**src/rtl/int_pkg.sv**
```systemverilog
// Shared types and defaults for the interrupt controller.
//   INT_STATES : controller FSM states
//   N_SRC_DEF  : default number of interrupt sources
//   ID_W_DEF   : default source-ID width, $clog2(N_SRC_DEF)
package int_pkg;

    typedef enum logic [1:0] {
        ST_IDLE,
        ST_REQ,
        ST_SERVICE
    } INT_STATES;

    localparam int unsigned N_SRC_DEF = 8;
    localparam int unsigned ID_W_DEF  = 3;

endpackage

```
**src/rtl/int_controller_if.sv**
```systemverilog
// Handshake and mask-write bus between the control unit and the interrupt controller.
//   I_SET, I_CLR     : SEI / CLI strobes from the control unit
//   INT_ACK          : control unit entered its interrupt state
//   INT_DONE         : RETIE/RETID, service finished
//   MASK_WE/MASK_DATA: mask register write from the OUT port path
//   INT_R, INT_ID    : interrupt request and source index to the control unit
//   IE               : global enable, mirrored into the control unit's I flag
interface int_controller_if #(
    parameter int unsigned N_SRC = 8,
    parameter int unsigned ID_W  = 3
) ();

    logic             I_SET;
    logic             I_CLR;
    logic             INT_ACK;
    logic             INT_DONE;
    logic             MASK_WE;
    logic [N_SRC-1:0] MASK_DATA;
    logic             INT_R;
    logic [ID_W-1:0]  INT_ID;
    logic             IE;

    // Control unit side
    modport master (
        output I_SET, I_CLR, INT_ACK, INT_DONE, MASK_WE, MASK_DATA,
        input  INT_R, INT_ID, IE
    );

    // Interrupt controller side
    modport slave (
        input  I_SET, I_CLR, INT_ACK, INT_DONE, MASK_WE, MASK_DATA,
        output INT_R, INT_ID, IE
    );

endinterface

```
**src/rtl/int_prio_enc.sv**
```systemverilog
// Fixed-priority encoder: lowest set bit wins.
//   req   : request vector
//   valid : any bit of req set
//   idx   : index of the lowest set bit (0 when none)
module int_prio_enc #(
    parameter int unsigned N_SRC = 8,
    parameter int unsigned ID_W  = 3
) (
    input  logic [N_SRC-1:0] req,
    output logic             valid,
    output logic [ID_W-1:0]  idx
);

    always_comb begin
        valid = |req;
        idx   = '0;
        // Scan downwards so the lowest set bit is the last one written.
        for (int i = int'(N_SRC) - 1; i >= 0; i--) begin
            if (req[i]) begin
                idx = ID_W'(i);
            end
        end
    end

endmodule

```
**src/rtl/int_controller.sv**
```systemverilog
// Prioritized interrupt controller.
//   CLK, RESET : system clock, synchronous active-high reset
//   IRQ_IN     : peripheral request lines; each rising edge is one event
//   OVR        : sticky overrun, cleared by a mask write
//   cu         : control-unit handshake and mask-write bus (slave side)
// Events latch into pend regardless of the mask; pend & mask selects the
// lowest-index winner, which is presented on INT_R/INT_ID and held frozen
// until acknowledged.
module int_controller
    import int_pkg::*;
#(
    parameter int unsigned N_SRC = N_SRC_DEF,
    parameter int unsigned ID_W  = ID_W_DEF
) (
    input  logic             CLK,
    input  logic             RESET,
    input  logic [N_SRC-1:0] IRQ_IN,
    output logic             OVR,
    int_controller_if.slave  cu
);

    logic [N_SRC-1:0] irq_q;
    logic [N_SRC-1:0] pend_q, pend_d;
    logic [N_SRC-1:0] mask_q;
    logic             ie_q, ie_d;
    logic             ovr_q, ovr_d;
    logic [ID_W-1:0]  int_id_q, int_id_d;
    logic             int_r_q;
    INT_STATES        state_q, state_d;

    logic [N_SRC-1:0] irq_edge;
    logic [N_SRC-1:0] clr_vec;
    logic             ack_ok;
    logic             win_valid;
    logic [ID_W-1:0]  win_id;

    int_prio_enc #(
        .N_SRC (N_SRC),
        .ID_W  (ID_W)
    ) u_prio (
        .req   (pend_q & mask_q),
        .valid (win_valid),
        .idx   (win_id)
    );

    // Pending, overrun and enable bookkeeping
    always_comb begin
        irq_edge = IRQ_IN & ~irq_q;
        ack_ok   = (state_q == ST_REQ) && cu.INT_ACK;
        clr_vec  = ack_ok ? (N_SRC'(1) << int_id_q) : '0;
        // A new edge beats the ack clear on the same bit.
        pend_d   = (pend_q & ~clr_vec) | irq_edge;
        // Overrun only when the bit stays pending; a fresh overrun beats the clear.
        ovr_d    = (ovr_q & ~cu.MASK_WE) | (|(irq_edge & pend_q & ~clr_vec));
        if (cu.I_CLR || ack_ok) begin
            ie_d = 1'b0;
        end else if (cu.I_SET) begin
            ie_d = 1'b1;
        end else begin
            ie_d = ie_q;
        end
    end

    // FSM next state
    always_comb begin
        state_d  = state_q;
        int_id_d = int_id_q;
        unique case (state_q)
            ST_IDLE: begin
                if (ie_q && win_valid) begin
                    state_d  = ST_REQ;
                    int_id_d = win_id;
                end
            end
            ST_REQ: begin
                if (cu.INT_ACK) begin
                    state_d = ST_SERVICE;
                end
            end
            ST_SERVICE: begin
                if (cu.INT_DONE) begin
                    state_d = ST_IDLE;
                end
            end
            default: state_d = ST_IDLE;
        endcase
    end

    always_ff @(posedge CLK) begin
        if (RESET) begin
            irq_q    <= '0;
            pend_q   <= '0;
            mask_q   <= '0;
            ie_q     <= 1'b0;
            ovr_q    <= 1'b0;
            int_id_q <= '0;
            int_r_q  <= 1'b0;
            state_q  <= ST_IDLE;
        end else begin
            irq_q    <= IRQ_IN;
            pend_q   <= pend_d;
            ie_q     <= ie_d;
            ovr_q    <= ovr_d;
            int_id_q <= int_id_d;
            int_r_q  <= (state_d == ST_REQ);
            state_q  <= state_d;
            if (cu.MASK_WE) begin
                mask_q <= cu.MASK_DATA;
            end
        end
    end

    assign cu.INT_R  = int_r_q;
    assign cu.INT_ID = int_id_q;
    assign cu.IE     = ie_q;
    assign OVR       = ovr_q;

endmodule
```
**src/flat_wrapper.sv**
```systemverilog
// flat-port wrapper written by rule: the top's interface ports become plain ports
module int_controller_flat import int_pkg::*;
#(
    parameter int unsigned N_SRC = N_SRC_DEF,
    parameter int unsigned ID_W  = ID_W_DEF
)
  (CLK, RESET, IRQ_IN, OVR, cu_I_SET, cu_I_CLR, cu_INT_ACK, cu_INT_DONE, cu_MASK_WE, cu_MASK_DATA, cu_INT_R, cu_INT_ID, cu_IE);
  int_controller_if #(.N_SRC(N_SRC), .ID_W(ID_W)) cu_i ();
  input  logic CLK;
  input  logic RESET;
  input  logic [N_SRC-1:0] IRQ_IN;
  output logic OVR;
  input wire logic [$bits(cu_i.I_SET)-1:0] cu_I_SET;
  input wire logic [$bits(cu_i.I_CLR)-1:0] cu_I_CLR;
  input wire logic [$bits(cu_i.INT_ACK)-1:0] cu_INT_ACK;
  input wire logic [$bits(cu_i.INT_DONE)-1:0] cu_INT_DONE;
  input wire logic [$bits(cu_i.MASK_WE)-1:0] cu_MASK_WE;
  input wire logic [$bits(cu_i.MASK_DATA)-1:0] cu_MASK_DATA;
  output wire logic [$bits(cu_i.INT_R)-1:0] cu_INT_R;
  output wire logic [$bits(cu_i.INT_ID)-1:0] cu_INT_ID;
  output wire logic [$bits(cu_i.IE)-1:0] cu_IE;
  assign cu_i.I_SET = cu_I_SET;
  assign cu_i.I_CLR = cu_I_CLR;
  assign cu_i.INT_ACK = cu_INT_ACK;
  assign cu_i.INT_DONE = cu_INT_DONE;
  assign cu_i.MASK_WE = cu_MASK_WE;
  assign cu_i.MASK_DATA = cu_MASK_DATA;
  assign cu_INT_R = cu_i.INT_R;
  assign cu_INT_ID = cu_i.INT_ID;
  assign cu_IE = cu_i.IE;
  int_controller #(.N_SRC(N_SRC), .ID_W(ID_W)) u_core (.CLK(CLK), .RESET(RESET), .IRQ_IN(IRQ_IN), .OVR(OVR), .cu(cu_i));
endmodule
```
**config.mk**
```make
export PLATFORM = sky130hd
export DESIGN_NAME = int_controller_flat
export DESIGN_NICKNAME = d
export VERILOG_FILES = /design/src/rtl/int_pkg.sv /design/src/rtl/int_controller_if.sv /design/src/rtl/int_prio_enc.sv /design/src/rtl/int_controller.sv /design/src/flat_wrapper.sv
export SDC_FILE = /design/constraint.sdc
export NUM_CORES = 1
export LEC_CHECK = 0
export ABC_AREA = 1
export ABC_CLOCK_PERIOD_IN_PS = 1500
export CORE_MARGIN = 5
export CORE_UTILIZATION = 45
export DETAILED_ROUTE_END_ITERATION = 12
export GPL_TIMING_DRIVEN = 0
export MAX_ROUTING_LAYER = met4
export PLACE_DENSITY = 0.72
export SKIP_CTS_REPAIR_TIMING = 1
export SLEW_MARGIN = 20
export SYNTH_ARGS = -nofsm -noshare
export SYNTH_HDL_FRONTEND = slang
export SYNTH_HIERARCHICAL = 1
export SYNTH_SLANG_ARGS = --single-unit
export TNS_END_PERCENT = 50
```
**constraint.sdc**
```tcl
create_clock -name CLK -period 1.5 [get_ports CLK]
set_input_delay 0.15 -clock CLK [delete_from_list [all_inputs] [get_ports CLK]]
set_output_delay 0.15 -clock CLK [all_outputs]
set_load 0.005 [all_outputs]
```
# --- After elaboration in Yosys (flattened, before gate mapping) ---
# Index checks and enable logic that the tools add are counted.
# W data, S select, Z words.
word_totals:
  reg_bits: 32
  inputBits: 23
  elab_cells: 44
op_classes:
  eq_ne: 3
  shifts: 1
  muxes: 13
  bitwise_logic: 11
  n_reduce_logical: 8
ops:
  columns: ["cell", "n"]
  rows:
  - ["$and A8 B8 Y8", 5]
  - ["$mux W3", 8]
  - ["$not A8 Y8", 2]
  - ["$reduce_or A8 Y1", 2]
  - ["$mux W8", 1]
  - ["$or A8 B8 Y8", 1]
  - ["$shl A1 B3 Y8 const A", 1]
  - ["$mux W2", 3]
  - ["$pmux W2 S3", 1]
  - ["$eq A2 B1 Y1 const B", 2]
  - ["$eq A2 B2 Y1 const B", 1]
  - ["$logic_and A1 B1 Y1", 2]
  - ["$logic_not A2 Y1", 1]
  - ["$reduce_and A2 Y1", 1]
  - ["$reduce_or A2 Y1", 1]
  - ["$and A1 B1 Y1", 1]
  - ["$logic_or A1 B1 Y1", 1]
  - ["$not A1 Y1", 1]
  - ["$or A1 B1 Y1", 1]

# --- Longest topological paths before layout ---
depth:
  ltp_word: 9
  ltp_mapped: 11
  mapped_depth_nobuf: 11

# --- By module ---
# Netlist, hierarchy kept.
by_module_without_submodules:
  columns: ["module", "n_inst", "cells_each", "area_per_inst_um2", "seq_area_each_um2"]
  rows:
  - ["int_controller", 1, 185, 1305.0, 640.6]
  - ["int_prio_enc", 1, 22, 98.8, 0.0]

# --- Worst setup path after synthesis ---
# No wires, ideal clock.
synth_path:
  path_type: "register to register"
  startpoint: "reg u_core.pend_q[6]"
  endpoint: "reg u_core.int_id_q[1] (netlist: u_core/cu.INT_ID[1])"
  setup_ps: 86
  arrival_time_ps: 1197
  t_required_ps: 1414
  setup_slack_ps: 217
  stages_incl_launch_ff: 9
  n_path_buf: 0
  path_cell_list: "dfxtp_1 nand2_1 inv_1 or2_1 nor3_2 nand2_1 nand4_1 nor2_1 a211oi_1"
synth_via:
  word_cells_on_any_way: 11
synth_lines:
  columns: ["item", "line", "text"]
  rows:
  - ["from (decl)", "int_controller.sv:23", "logic [N_SRC-1:0] pend_q, pend_d;"]
  - ["from (signal assigned)", "int_controller.sv:101", "pend_q <= pend_d;"]
  - ["$and A8 B8 Y8", "int_controller.sv:41", ".req (pend_q & mask_q),"]
  - ["$reduce_or A8 Y1", "int_prio_enc.sv:15", "valid = |req;"]
  - ["net u_core.win_valid", "int_controller.sv:34", "logic win_valid;"]
  - ["$logic_and A1 B1 Y1", "int_controller.sv:70", "if (ie_q && win_valid) begin"]
  - ["$reduce_and A2 Y1 (no source line)", null, null]
  - ["to (signal assigned)", "int_controller.sv:104", "int_id_q <= int_id_d;"]
  - ["to (decl)", "int_controller.sv:27", "logic [ID_W-1:0] int_id_q, int_id_d;"]
# The timed path passes the listed nets, and every way through them passes these cells.
# A chain may end at the register's enable or synchronous reset.

# --- Final worst setup path ---
layout_path:
  startpoint: "reg u_core.pend_q[7]"
  endpoint: "reg u_core.int_id_q[2] (netlist: u_core/cu.INT_ID[2])"
# The elaborated chain is that of the path after synthesis.

==> summary.log <==
[status] result of the run finished, violations left
[status] violations in the final reports negative setup slack
[setup_path] Worst Path Buf+Inv 2
[power] IR drop worst, VDD 0.5877 mV
[power] total power after layout 1.670 mW
[power] PD cells 904.6 nW/um2
[drt] Residual DRC 0
[logic_synthesis] top cells by area, synth dfxtp_1, nand2_1, inv_1, nor2_1, a21oi_1
[global_routing] GRT Util Overall 0.1467
[layout] synthesis-to-finish area growth 31.46%
[logic_synthesis] number of synthesized flops with an enable pin 0
[timing] worst setup margin -33.25 ps
[die] area of the die 4337 um2
[logic_synthesis] library cell with the largest summed area after synthesis dfxtp_1
[setup_path] Crit Reg-Reg Startpoint u_core/pend_q[7]
[drt] vias 1,310
[drt] met2 wire length 1380 um
[clocking] clock-pin slew on the worst setup and hold paths 90 ps
[clocking] clock buffers created by TritonCTS 5
[drt] DR WL/cell 10.14 um
[die] Ports 29
[global_routing] gr ovfl total 0
[global_routing] global-route wire length before repair 4698 um
[logic_synthesis] leading cell types by count after synthesis nand2_1, inv_1, dfxtp_1
[setup_path] required time worst endpoint 1700 ps
[layout] number of cells in the finished layout apart from fillers 290
[power] internal power 1.264 mW
[timing] post-layout min period 1533 ps
[layout] layout cells sized above 1 0.1301
[timing] final clock period utilization by the worst path 1.022
[clocking] root buffer selected by CTS clkbuf_4
[logic_synthesis] fraction of post-synthesis cell area in the top cell type by area 0.4563
[setup_path] max incr delay on CP 330 ps
[die] Die Span X 65.86 um
[setup_path] category of the worst setup path capture point flip-flop
[logic_synthesis] Post-synth ARST share 0
[placement] weighted congestion reported at the end of routability-driven placement 0.8569
[logic_synthesis] Synthesis Warnings 6
[global_routing] initial antenna violation count 0
[clocking] Clock Path Buffers 2
[drt] Top Metal Used met4
[placement] post-detail-place hpwl 2231 um
[timing] Max Fclk 652.2 MHz
[power] fraction of power spent switching nets 0.2430
[power] switching power 0.4057 mW
[logic_synthesis] most used standard cell by instance count after synthesis nand2_1
[power] part of the total power dissipated in sequential elements 0.560
[placement] instance area after placement 1729 um2
[layout] antenna diode instance count 0
[timing] final hold violation count 0
[logic_synthesis] Unique masters post-synth 23
[timing] final count of negative-setup-slack endpoints 3
[timing] tightest slew margin relative to the limit 0.6866
[drt] per-cell via count in the routed design 4.517
[clocking] maximum level of the CTS H-tree 2
[drt] met1 routed wirelength after detailed routing 1325 um
[timing] Worst-Margin Slew 470.1 ps
[flow_run] maximum capacitance violations 0
[timing] worst clock skew 5.394 ps
[die] Core Box Area 3028 um2
[logic_synthesis] post-synthesis instance total 207
[global_routing] via count of the first global-routing pass 1,115
[setup_path] startpoint type of the worst setup path flip-flop
[drt] length of the first detailed-routing pass in iterations 4
[setup_path] worst path arrival time 1730 ps
[timing] RSZ-0062 raised after global routing true
[timing] final max-slew violation count 0
[worst_hold_path] hold wc startpoint cu_MASK_WE
[clocking] CTS tree done
[drt] detailed-routed wire length on met3 195 um
[setup_path] CP max FO 7
[drt] post-route ant nets 0
[placement] Cell Count Post-Placement 278
[setup_path] critical path type reg -> reg
[worst_hold_path] Hold WC Path Type in -> reg
[clocking] number of clock sinks seen by CTS 32
[setup_path] startpoint of the worst setup timing path u_core/pend_q[7]
[die] Rows 20
[layout] cell area after layout 1846 um2
[placement] number of buffer cells added on primary ports 27
[logic_synthesis] netlist area before placement 1404 um2
[logic_synthesis] commonest register cell after synthesis dfxtp_1
[setup_path] CP max-delay cell dfxtp_2
[power] part of the total power dissipated in the clock network 0.297
[setup_path] gate family responsible for the most delay along the worst path simple AND/OR/NAND/NOR gates
[global_routing] largest net degree at the start of global routing 11
[drt] DRT iter0 DRCs 70
[layout] number of nets in the finished design 268
[timing] accumulated negative setup slack -62.57 ps
[clocking] clk_lat worst skew 320 ps
[die] Die Y 65.86 um
[drt] Routed WL 2941 um
[logic_synthesis] part of the Yosys area used for sequential elements 0.4563
[logic_synthesis] post-synthesis sequential element count 32
[setup_path] series of cell instances along the critical path nand2_2 -> inv_2 -> or2_4 -> nor3_4 -> nand2_1 -> nand4_1 -> buf_4 -> a211oi_1
[logic_synthesis] per-instance average area after synthesis 6.782 um2
[power] leak pwr 0.8322 nW
[die] initial standard-cell utilization of the core 0.4636
[power] logic gate share of total power 0.143
[logic_synthesis] Synthesized Nets 230
==> flip-flops by register name, summed over array words and instances (netlist names) <==
register and flops:
u_core/irq_q 8, u_core/OVR 1, u_core/pend_q 8, u_core/state_q 2, u_core/mask_q 8, u_core/cu.INT_ID 3
u_core/cu.INT_R 1, u_core/cu.IE 1
==> cell type report <==
cell class,count,area (um2)
tap,44,55.05
buffer,4,18.77
fill,311,1182
multi-input combinational,135,628.1
timing repair buffer,31,300.3
sequential,32,649.4
clock buffer,8,58.81
inverter,36,135.1
==> worst paths after layout <==
path,slack [ps],end,cells after the start
max reg2reg,-30,u_core/cu.INT_ID[2],8
min,120,u_core/mask_q[7],3
max,-30,u_core/cu.INT_ID[2],8
min reg2reg,470,u_core/mask_q[3],2
==> tightest hold or removal path, cell delays in order <==
cell and delay, ps:
buf_4 140, nand2_1 60, a21oi_1 50
==> through the flow <==
step	utilization	setup slack, ps	hold slack, ps
final	0.6095	-33.25	120.2
after global routing	0.6095	-134.6	139.2
after CTS	0.5905	-37.66	114.9
after detailed placement	0.5711	-30.41	459.0
after global placement	0.5711	27.35	451.8
after floorplan	-	217.0	228.1
==> layer usage <==
| metal | up-vias | GRT usage |
|---|---|---|
| met3 | 5 | 0.04082 |
| met5 | - | - |
| met2 | 31 | 0.2353 |
| met1 | 557 | 0.1721 |
| li1 | 717 | - |
| met4 | 0 | 0.06218 |
==> layout by cell type, fill, tap and decap left out, drive strengths merged, types with 5 or more instances in the layout <==
cell	Yosys	routed
or2	5	5
buf	1	5
nor2	30	30
nand2	56	56
nand3	9	9
clkbuf	3	11
inv	35	35
dfxtp	32	32
a21oi	21	21
clkdlybuf4s50	0	27
==> power by group through the flow <==
stage / clock network [mW] / logic (mW) / registers [mW]
floorplan: 0 / 0.124 / 0.943
global placement: 0 / 0.220 / 0.951
detailed placement: 0 / 0.224 / 0.951
CTS: 0.523 / 0.225 / 0.932
global route: 0.559 / 0.269 / 0.943
finish: 0.495 / 0.239 / 0.935
==> cells by family (layout without fill, tap and decap cells) <==
group / count (synthesis) / count (layout) / synth area share
AO/OA/AOI/OAI: 27 / 27 / 0.1025
buffers and inverters: 40 / 79 / 0.1096
flip-flops: 32 / 32 / 0.4563
AND/OR/NAND/NOR: 108 / 108 / 0.3316
Note: power is estimated with default switching activity, not from simulation.
